$ cat config.mk
export PLATFORM = sky130hd
export DESIGN_NAME = fifo_ctrl_mem_flat
export DESIGN_NICKNAME = d
export VERILOG_FILES = /design/src/rtl/fifo_ctrl_mem_if.sv /design/src/rtl/fifo_ctrl_mem.sv /design/src/flat_wrapper.sv
export SDC_FILE = /design/constraint.sdc
export NUM_CORES = 1
export LEC_CHECK = 0
export CORE_MARGIN = 3
export CORE_UTILIZATION = 25
export CTS_CLUSTER_SIZE = 16
export DETAILED_ROUTE_END_ITERATION = 6
export PLACE_DENSITY = 0.52
export SLEW_MARGIN = 20
export SYNTH_ARGS = -nofsm -noshare
export SYNTH_HDL_FRONTEND = slang
export SYNTH_SLANG_ARGS = --single-unit
export TNS_END_PERCENT = 50
$ cat constraint.sdc
create_clock -name clk -period 3.2 [get_ports clk]
set_input_delay 0.32 -clock clk [delete_from_list [all_inputs] [get_ports clk]]
set_output_delay 0.32 -clock clk [all_outputs]
set_load 0.02 [all_outputs]
$ cat src/rtl/fifo_ctrl_mem_if.sv
// Push/pop handshake, thresholds and status bundle for fifo_ctrl_mem.
// No latency of its own; it only groups wires.
// No backpressure inside; the full/empty/almost flags travel back to the producer and consumer.
interface fifo_ctrl_mem_if #(
    parameter int DATA_SIZE = 12,
    parameter int ADDR_SIZE = 3
);
    logic [DATA_SIZE-1:0] data_in;
    logic                 push;
    logic                 pop;
    logic                 clear_err;
    logic [ADDR_SIZE:0]   thr_high;
    logic [ADDR_SIZE:0]   thr_low;
    logic [DATA_SIZE-1:0] data_out;
    logic                 valid_out;
    logic                 full;
    logic                 empty;
    logic                 almost_full;
    logic                 almost_empty;
    logic [ADDR_SIZE:0]   count;
    logic                 overflow;
    logic                 underflow;

    modport master (
        output data_in, push, pop, clear_err, thr_high, thr_low,
        input  data_out, valid_out, full, empty, almost_full, almost_empty,
               count, overflow, underflow
    );

    modport slave (
        input  data_in, push, pop, clear_err, thr_high, thr_low,
        output data_out, valid_out, full, empty, almost_full, almost_empty,
               count, overflow, underflow
    );
endinterface

$ cat src/rtl/fifo_ctrl_mem.sv
// Synchronous FIFO with storage, pointers, occupancy, thresholds and sticky errors; FIFO_FWFT_EN selects fall-through read.
// Latency: 1 cycle from pop to data_out (registered read), or head shown combinationally in the FWFT build.
// Backpressure: a push while full is refused unless a pop is accepted in the same cycle; refused ops set sticky flags.
module fifo_ctrl_mem #(
    parameter int DATA_SIZE = 12,
    parameter int ADDR_SIZE = 3
) (
    input  logic           clk,
    input  logic           reset_L,
    fifo_ctrl_mem_if.slave bus
);
    localparam int                 DEPTH   = 2 ** ADDR_SIZE;
    localparam logic [ADDR_SIZE:0] DEPTH_C = (ADDR_SIZE + 1)'(DEPTH);

    logic [DATA_SIZE-1:0] mem_q [DEPTH];
    logic [ADDR_SIZE-1:0] wr_ptr_q, wr_ptr_d;
    logic [ADDR_SIZE-1:0] rd_ptr_q, rd_ptr_d;
    logic [ADDR_SIZE:0]   count_q, count_d;
    logic                 overflow_q, overflow_d;
    logic                 underflow_q, underflow_d;
    logic                 full_w, empty_w, push_ok, pop_ok;

    assign full_w  = (count_q == DEPTH_C);
    assign empty_w = (count_q == '0);
    assign pop_ok  = bus.pop && !empty_w;
    // A pop in the same cycle frees the slot, so a full FIFO can still accept the push.
    assign push_ok = bus.push && (!full_w || pop_ok);

    always_comb begin
        wr_ptr_d    = wr_ptr_q;
        rd_ptr_d    = rd_ptr_q;
        count_d     = count_q;
        overflow_d  = overflow_q && !bus.clear_err;
        underflow_d = underflow_q && !bus.clear_err;
        if (push_ok) wr_ptr_d = wr_ptr_q + 1'b1;
        if (pop_ok)  rd_ptr_d = rd_ptr_q + 1'b1;
        case ({push_ok, pop_ok})
            2'b10:   count_d = count_q + 1'b1;
            2'b01:   count_d = count_q - 1'b1;
            default: count_d = count_q;
        endcase
        if (bus.push && !push_ok) overflow_d  = 1'b1;
        if (bus.pop && !pop_ok)   underflow_d = 1'b1;
    end

    always_ff @(posedge clk or negedge reset_L) begin
        if (!reset_L) begin
            wr_ptr_q    <= '0;
            rd_ptr_q    <= '0;
            count_q     <= '0;
            overflow_q  <= 1'b0;
            underflow_q <= 1'b0;
        end else begin
            wr_ptr_q    <= wr_ptr_d;
            rd_ptr_q    <= rd_ptr_d;
            count_q     <= count_d;
            overflow_q  <= overflow_d;
            underflow_q <= underflow_d;
        end
    end

    // Storage is deliberately left unreset.
    always_ff @(posedge clk) begin
        if (push_ok) mem_q[wr_ptr_q] <= bus.data_in;
    end

    assign bus.full         = full_w;
    assign bus.empty        = empty_w;
    assign bus.almost_full  = (count_q >= bus.thr_high);
    assign bus.almost_empty = (count_q <= bus.thr_low);
    assign bus.count        = count_q;
    assign bus.overflow     = overflow_q;
    assign bus.underflow    = underflow_q;

`ifdef FIFO_FWFT_EN
    assign bus.data_out  = empty_w ? '0 : mem_q[rd_ptr_q];
    assign bus.valid_out = !empty_w;
`else
    logic [DATA_SIZE-1:0] data_out_q, data_out_d;
    logic                 valid_out_q;

    // Reads the old head before a same-edge write can overwrite that slot.
    assign data_out_d = pop_ok ? mem_q[rd_ptr_q] : data_out_q;

    always_ff @(posedge clk or negedge reset_L) begin
        if (!reset_L) begin
            data_out_q  <= '0;
            valid_out_q <= 1'b0;
        end else begin
            data_out_q  <= data_out_d;
            valid_out_q <= pop_ok;
        end
    end

    assign bus.data_out  = data_out_q;
    assign bus.valid_out = valid_out_q;
`endif
endmodule

$ cat src/flat_wrapper.sv
// flat-port wrapper written by rule: the top's interface ports become plain ports
module fifo_ctrl_mem_flat 
#(
    parameter int DATA_SIZE = 12,
    parameter int ADDR_SIZE = 3
)
  (clk, reset_L, bus_data_in, bus_push, bus_pop, bus_clear_err, bus_thr_high, bus_thr_low, bus_data_out, bus_valid_out, bus_full, bus_empty, bus_almost_full, bus_almost_empty, bus_count, bus_overflow, bus_underflow);
  fifo_ctrl_mem_if #(.DATA_SIZE(DATA_SIZE), .ADDR_SIZE(ADDR_SIZE)) bus_i ();
  input  logic clk;
  input  logic reset_L;
  input wire logic [$bits(bus_i.data_in)-1:0] bus_data_in;
  input wire logic [$bits(bus_i.push)-1:0] bus_push;
  input wire logic [$bits(bus_i.pop)-1:0] bus_pop;
  input wire logic [$bits(bus_i.clear_err)-1:0] bus_clear_err;
  input wire logic [$bits(bus_i.thr_high)-1:0] bus_thr_high;
  input wire logic [$bits(bus_i.thr_low)-1:0] bus_thr_low;
  output wire logic [$bits(bus_i.data_out)-1:0] bus_data_out;
  output wire logic [$bits(bus_i.valid_out)-1:0] bus_valid_out;
  output wire logic [$bits(bus_i.full)-1:0] bus_full;
  output wire logic [$bits(bus_i.empty)-1:0] bus_empty;
  output wire logic [$bits(bus_i.almost_full)-1:0] bus_almost_full;
  output wire logic [$bits(bus_i.almost_empty)-1:0] bus_almost_empty;
  output wire logic [$bits(bus_i.count)-1:0] bus_count;
  output wire logic [$bits(bus_i.overflow)-1:0] bus_overflow;
  output wire logic [$bits(bus_i.underflow)-1:0] bus_underflow;
  assign bus_i.data_in = bus_data_in;
  assign bus_i.push = bus_push;
  assign bus_i.pop = bus_pop;
  assign bus_i.clear_err = bus_clear_err;
  assign bus_i.thr_high = bus_thr_high;
  assign bus_i.thr_low = bus_thr_low;
  assign bus_data_out = bus_i.data_out;
  assign bus_valid_out = bus_i.valid_out;
  assign bus_full = bus_i.full;
  assign bus_empty = bus_i.empty;
  assign bus_almost_full = bus_i.almost_full;
  assign bus_almost_empty = bus_i.almost_empty;
  assign bus_count = bus_i.count;
  assign bus_overflow = bus_i.overflow;
  assign bus_underflow = bus_i.underflow;
  fifo_ctrl_mem #(.DATA_SIZE(DATA_SIZE), .ADDR_SIZE(ADDR_SIZE)) u_core (.clk(clk), .reset_L(reset_L), .bus(bus_i));
endmodule
==> results of run 1 <==
[synthesized netlist by cell type (3+ instances only)]
cell and number:
buf_4 5, xnor2_1 5, o21ai_0 11, dfrtp_1 25
edfxtp_1 96, nand2b_1 5, inv_1 11, nand2_1 21
nor2b_1 3, buf_6 4, a21o_1 3, mux2i_1 25
nor2_1 9, mux2_2 24, a221o_1 13, ha_1 12
o22ai_1 13, buf_2 3, clkbuf_1 3
[cell families after synthesis]
family / Yosys count / share of synthesized area [%]
AOI/OAI and AO/OA: 53 / 8.25
and+or+nand+nor: 45 / 4.05
xor gates and xnor gates: 7 / 1.21
DFF: 121 / 69.2
buffers and inverters: 27 / 3.04
adders and majority gates: 13 / 3.36
muxes: 51 / 10.9
[worst paths after layout]
kind                       cells after the start                               start  slack [ps]                                 end
setup / recovery                               7     u_core.bus.count[0]$_DFFE_PN0P_         430                     bus_almost_full
hold / removal                                 2                             reset_L         450     u_core.bus.count[1]$_DFFE_PN0P_
setup reg to reg                              10     u_core.bus.count[1]$_DFFE_PN0P_         460     u_core.bus.count[3]$_DFFE_PN0P_
max in group asynchronous                      2                             reset_L        2350      u_core.rd_ptr_q[0]$_DFFE_PN0P_
hold reg to reg                                2  u_core.bus.data_out[3]$_DFFE_PN0P_         470  u_core.bus.data_out[3]$_DFFE_PN0P_
min in group clk                               2  u_core.bus.data_out[3]$_DFFE_PN0P_         470  u_core.bus.data_out[3]$_DFFE_PN0P_
[layer usage]
layer	up-vias	global-route usage [%]	routed length [um]
li1	1346	-	-
met1	1386	11.5	4550
met2	59	16.4	4990
met3	12	3.23	484
met4	0	4.16	161
met5	-	0	0
[state kept, by name, summed over array words and instances, names as in the netlist]
register              cells
u_core.bus.count          4
u_core.bus.data_out      12
u_core.bus.overflow       1
u_core.bus.underflow      1
u_core.bus.valid_out      1
u_core.mem_q             96
u_core.rd_ptr_q           3
u_core.wr_ptr_q           3
[worst max-delay path, cell delays in order (launching register included)]
cell	delay, ps
dfrtp_1	410
inv_1	200
ha_1	260
nand2b_1	140
a21o_1	170
a21o_1	170
a21o_1	170
clkdlybuf4s50_1	530
[per-stage QoR]
step	instance area, um2	cells	utilization (%)	setup slack (ps)
6_report	6450	661	32.7	425
3_5_place_dp	5900	629	29.9	463
4_1_cts	6450	661	32.7	363
3_3_place_gp	5910	629	30.0	495
2_1_floorplan	5070	317	-	515
5_1_grt	6450	661	32.7	270
[layout make-up]
cell class	count	area (um2)
Timing Repair Buffer	63	613
Clock buffer	18	429
Sequential cell	121	3510
Fill cell	1900	13300
Inverter	12	45.0
Tap cell	265	332
Multi-Input combinational cell	169	1420
Clock inverter	13	108
[report_power, final]
part	leakage, uW	internal [uW]	switching (uW)
Clock	0.000250	1050	646
Sequential	0.00117	2050	220
Combinational	0.000946	972	1040
==> impl_metrics.toml, run 1 <==
[run_status]
outcome = "finished clean"

[final_layout]
synthToLayoutAreaGrowth_pct = 27.3
final_cell_mix = "edfxtp_1 (96), clkdlybuf4s50_1 (46), mux2i_1 (25)"
fin_nets = 422
diodes = 0
drive_gt1_share_pct = 19.4
final_common_cell = "edfxtp_1"

[clock_network]
clk_path_buf_depth = 2
insertion_delay_ps = 400
cts-resized-gates = 0
cts_max_level = 4
cts_tree = "yes"
ctsHoldBuffers = 1
numCtsBuffers = 17
cts.clk_slew.worst_paths_ps = 50
cts.sinks = 121
cts_setup_buffers = 0
root_buffer = "clkbuf_16"

[worst_setup_path]
cp_max_fo = 4
cp_data_arrival_time_ps = 2450
required_ps = 2880
cp-start-kind = "register"
endpoint_kind = "output pin"
critPathKind = "register to output pin"

[synthesis]
synth_cells = 317
yosysSeqAreaShare_pct = 69.2
synth-edff-count = 96
yosysWarnings = 0
syn_nets = 355
async_flop_share_pct = 20.7
ys.flop_type = "edfxtp_1"
syn_area_mm2 = 0.00507
yosys.area.top_type = "edfxtp_1"
synth_area_per_cell_um2 = 16.0
synth_top_area_share_pct = 56.9
synth_area_leaders = "edfxtp_1 (57%), dfrtp_1 (12%), mux2_2 (5.3%)"
synthDistinctLibCells = 39
synth_seq_cells = 121

[placed_design]
dp.final_hpwl_mm = 6.80
port_buffers = 47
place_congestion = 0.727

[routing]
drc = 0
dr.pass1.iters = 4
drtIter0Drc = 145
via_per_inst = 4.24
wire_per_inst_um = 15.4
finalWirelength_mm = 10.2
ant_nets = 0
vias = 2803

[power_and_ir_drop]
p_per_area_mw_per_mm2 = 927
p_leak_uw = 0.00237
ir_drop_mv = 0.404
p_total_uw = 5980

[floorplan]
die_h_um = 148
core_area_mm2 = 0.0197
start_util_pct = 25.7
io-pin-count = 48
die_width_um = 148
die_area_mm2 = 0.0220
core.rowCount = 51

[global_routing]
grtUsageTotal_pct = 9.80
grt_start_max_net_pins = 27
overflow = 0
grt_pass1_vias = 2867
antenna_found_initial = 0
grt_pass1_wl_mm = 16.0

[sta]
fin_crit_ps = 2770
drv_slew = 0
tns_ps = 0
whs_ps = 445
fin_skew_ps = 4.48
setup_viol = 0
fin_crit_sh_pct = 86.7
fmax_mhz = 360
hold_violations = 0
worst_pin_slew_ps = 671
slew-limit-headroom_pct = 55.2
rsz0062_at_grt = "no"

[flow_run]
maxCapViolCount = 0

[min_path]
hold_class = "primary input to asynchronous set/reset pin"
Note: power is estimated with default switching activity, not from simulation.
==> inputs of run 2 (changes only) <==
Settings changed: CELL_PAD_IN_SITES_DETAIL_PLACEMENT set to 0, CELL_PAD_IN_SITES_GLOBAL_PLACEMENT set to 2, PLACE_DENSITY 0.52 to 0.63.
==> impl_metrics.toml, run 2 (synthesized netlist as in run 1, its figures left out) <==
[clock_network]
cts.sinks = 121
cts_tree = "yes"
clk_path_buf_depth = 2
cts.clk_slew.worst_paths_ps = 60
root_buffer = "clkbuf_16"
numCtsBuffers = 17
ctsHoldBuffers = 0
cts_setup_buffers = 0
cts-resized-gates = 0
insertion_delay_ps = 400
cts_max_level = 4

[worst_setup_path]
cp_max_fo = 8
worst-r2r-setup-slack_ps = 410
cp_data_arrival_time_ps = 3110
required_ps = 3510
critPathKind = "register to register"
cp-start-kind = "register"
endpoint_kind = "register"

[global_routing]
overflow = 0
grt_pass1_wl_mm = 16.1
antenna_found_initial = 0
grt_start_max_net_pins = 28
grt_pass1_vias = 2817
grtUsageTotal_pct = 9.69

[sta]
hold_violations = 0
fmax_mhz = 358
drv_slew = 0
fin_crit_ps = 2790
slew-limit-headroom_pct = 55.6
fin_crit_sh_pct = 87.3
worst_pin_slew_ps = 665
fin_skew_ps = 5.82
whs_ps = 278
tns_ps = 0
setup_viol = 0
fin_ws_ps = 407
rsz0062_at_grt = "no"

[floorplan]
die_area_mm2 = 0.0220
die_h_um = 148
core_area_mm2 = 0.0197
io-pin-count = 48
start_util_pct = 25.7
die_width_um = 148
core.rowCount = 51

[run_status]
outcome = "finished clean"

[routing]
finalWirelength_mm = 10.2
drtIter0Drc = 223
ant_nets = 0
dr.pass1.iters = 4
vias = 2789
drc = 0
via_per_inst = 4.23
wire_per_inst_um = 15.4

[placed_design]
place_congestion = 0.709
place_ws_ps = 414
dpl_cell_area_mm2 = 0.00588
dp.final_hpwl_mm = 6.49
port_buffers = 47

[min_path]
hold_class = "primary input to asynchronous set/reset pin"

[power_and_ir_drop]
ir_drop_mv = 0.273
swShare_pct = 32.2
p_comb_share_pct = 32.1
p_total_uw = 6140
p_leak_uw = 0.00239
p_per_area_mw_per_mm2 = 948
seqPwrFrac_pct = 37.3
clockPowerShare_pct = 30.6
p_int_uw = 4160
power.switching_uw = 1980

[final_layout]
diodes = 0
final_common_cell = "edfxtp_1"
final_cell_mix = "edfxtp_1 (96), clkdlybuf4s50_1 (47), mux2i_1 (25)"
top_register = "u_core.mem_q"
fin_nets = 420
synthToLayoutAreaGrowth_pct = 27.8
final_area_mm2 = 0.00647
largest_reg_flops = 96
drive_gt1_share_pct = 19.7

[flow_run]
maxCapViolCount = 0
## run 2: changes by cell type in the layout (fill, tap and decap cells not counted), moves of 2 or more
cell and delta:
clkinvlp_4 -2, nor3_2 -2, clkinv_1 -3, inv_6 +3, inv_8 +2, nor3_1 +2
## run 2: per-stage QoR
stage / util [%] / instances
2_1_floorplan: - / 317
3_3_place_gp: 29.8 / 628
3_5_place_dp: 29.8 / 628
4_1_cts: 32.8 / 660
5_1_grt: 32.8 / 660
6_report: 32.8 / 660
## run 2: worst max-delay path: stages, from the launching register on
cell	delay [ps]
dfrtp_1	450
or3_1	590
o21ai_4	210
inv_2	70
nand2b_1	120
inv_1	70
ha_1	290
or2_2	310
and2_1	180
a221o_1	340
o221ai_1	70
## run 2: power groups by stage
stage          clock network (uW)  registers, uW  logic [uW]
2_1_floorplan                   0           2360        1250
3_3_place_gp                    0           2310        1980
3_5_place_dp                    0           2330        2000
4_1_cts                      1930           2300        2000
5_1_grt                      2010           2340        2140
6_report                     1880           2290        1970
## run 2: area by class of cell
class                   count  area [um2]
clock inverters            15         169
clock buffers              17         425
fillers                  1885       13200
multi-input cells         169        1410
flip-flops and latches    121        3510
inverters                  12        45.0
well taps                 265         332
repair buffers             61         588
## run 2: worst paths after layout
kind                            depth (start not counted)                            endpoint                                from
max in group asynchronous                               2      u_core.rd_ptr_q[0]$_DFFE_PN0P_                             reset_L
worst max-delay path                                   10     u_core.bus.count[3]$_DFFE_PN0P_     u_core.bus.count[1]$_DFFE_PN0P_
worst min register to register                          2  u_core.bus.data_out[4]$_DFFE_PN0P_  u_core.bus.data_out[4]$_DFFE_PN0P_
min in group clk                                        2  u_core.bus.data_out[4]$_DFFE_PN0P_  u_core.bus.data_out[4]$_DFFE_PN0P_
worst max register to register                         10     u_core.bus.count[3]$_DFFE_PN0P_     u_core.bus.count[1]$_DFFE_PN0P_
worst min-delay path                                    2  u_core.bus.data_out[8]$_DFFE_PN0P_                             reset_L
## run 2: layer usage
layer / GRT usage (%) / vias to the layer above / routed length, um
met3: 2.86 / 8 / 425
li1: - / 1347 / -
met5: 0 / - / 0
met1: 12.2 / 1372 / 4640
met2: 15.8 / 62 / 4990
met4: 3.60 / 0 / 135
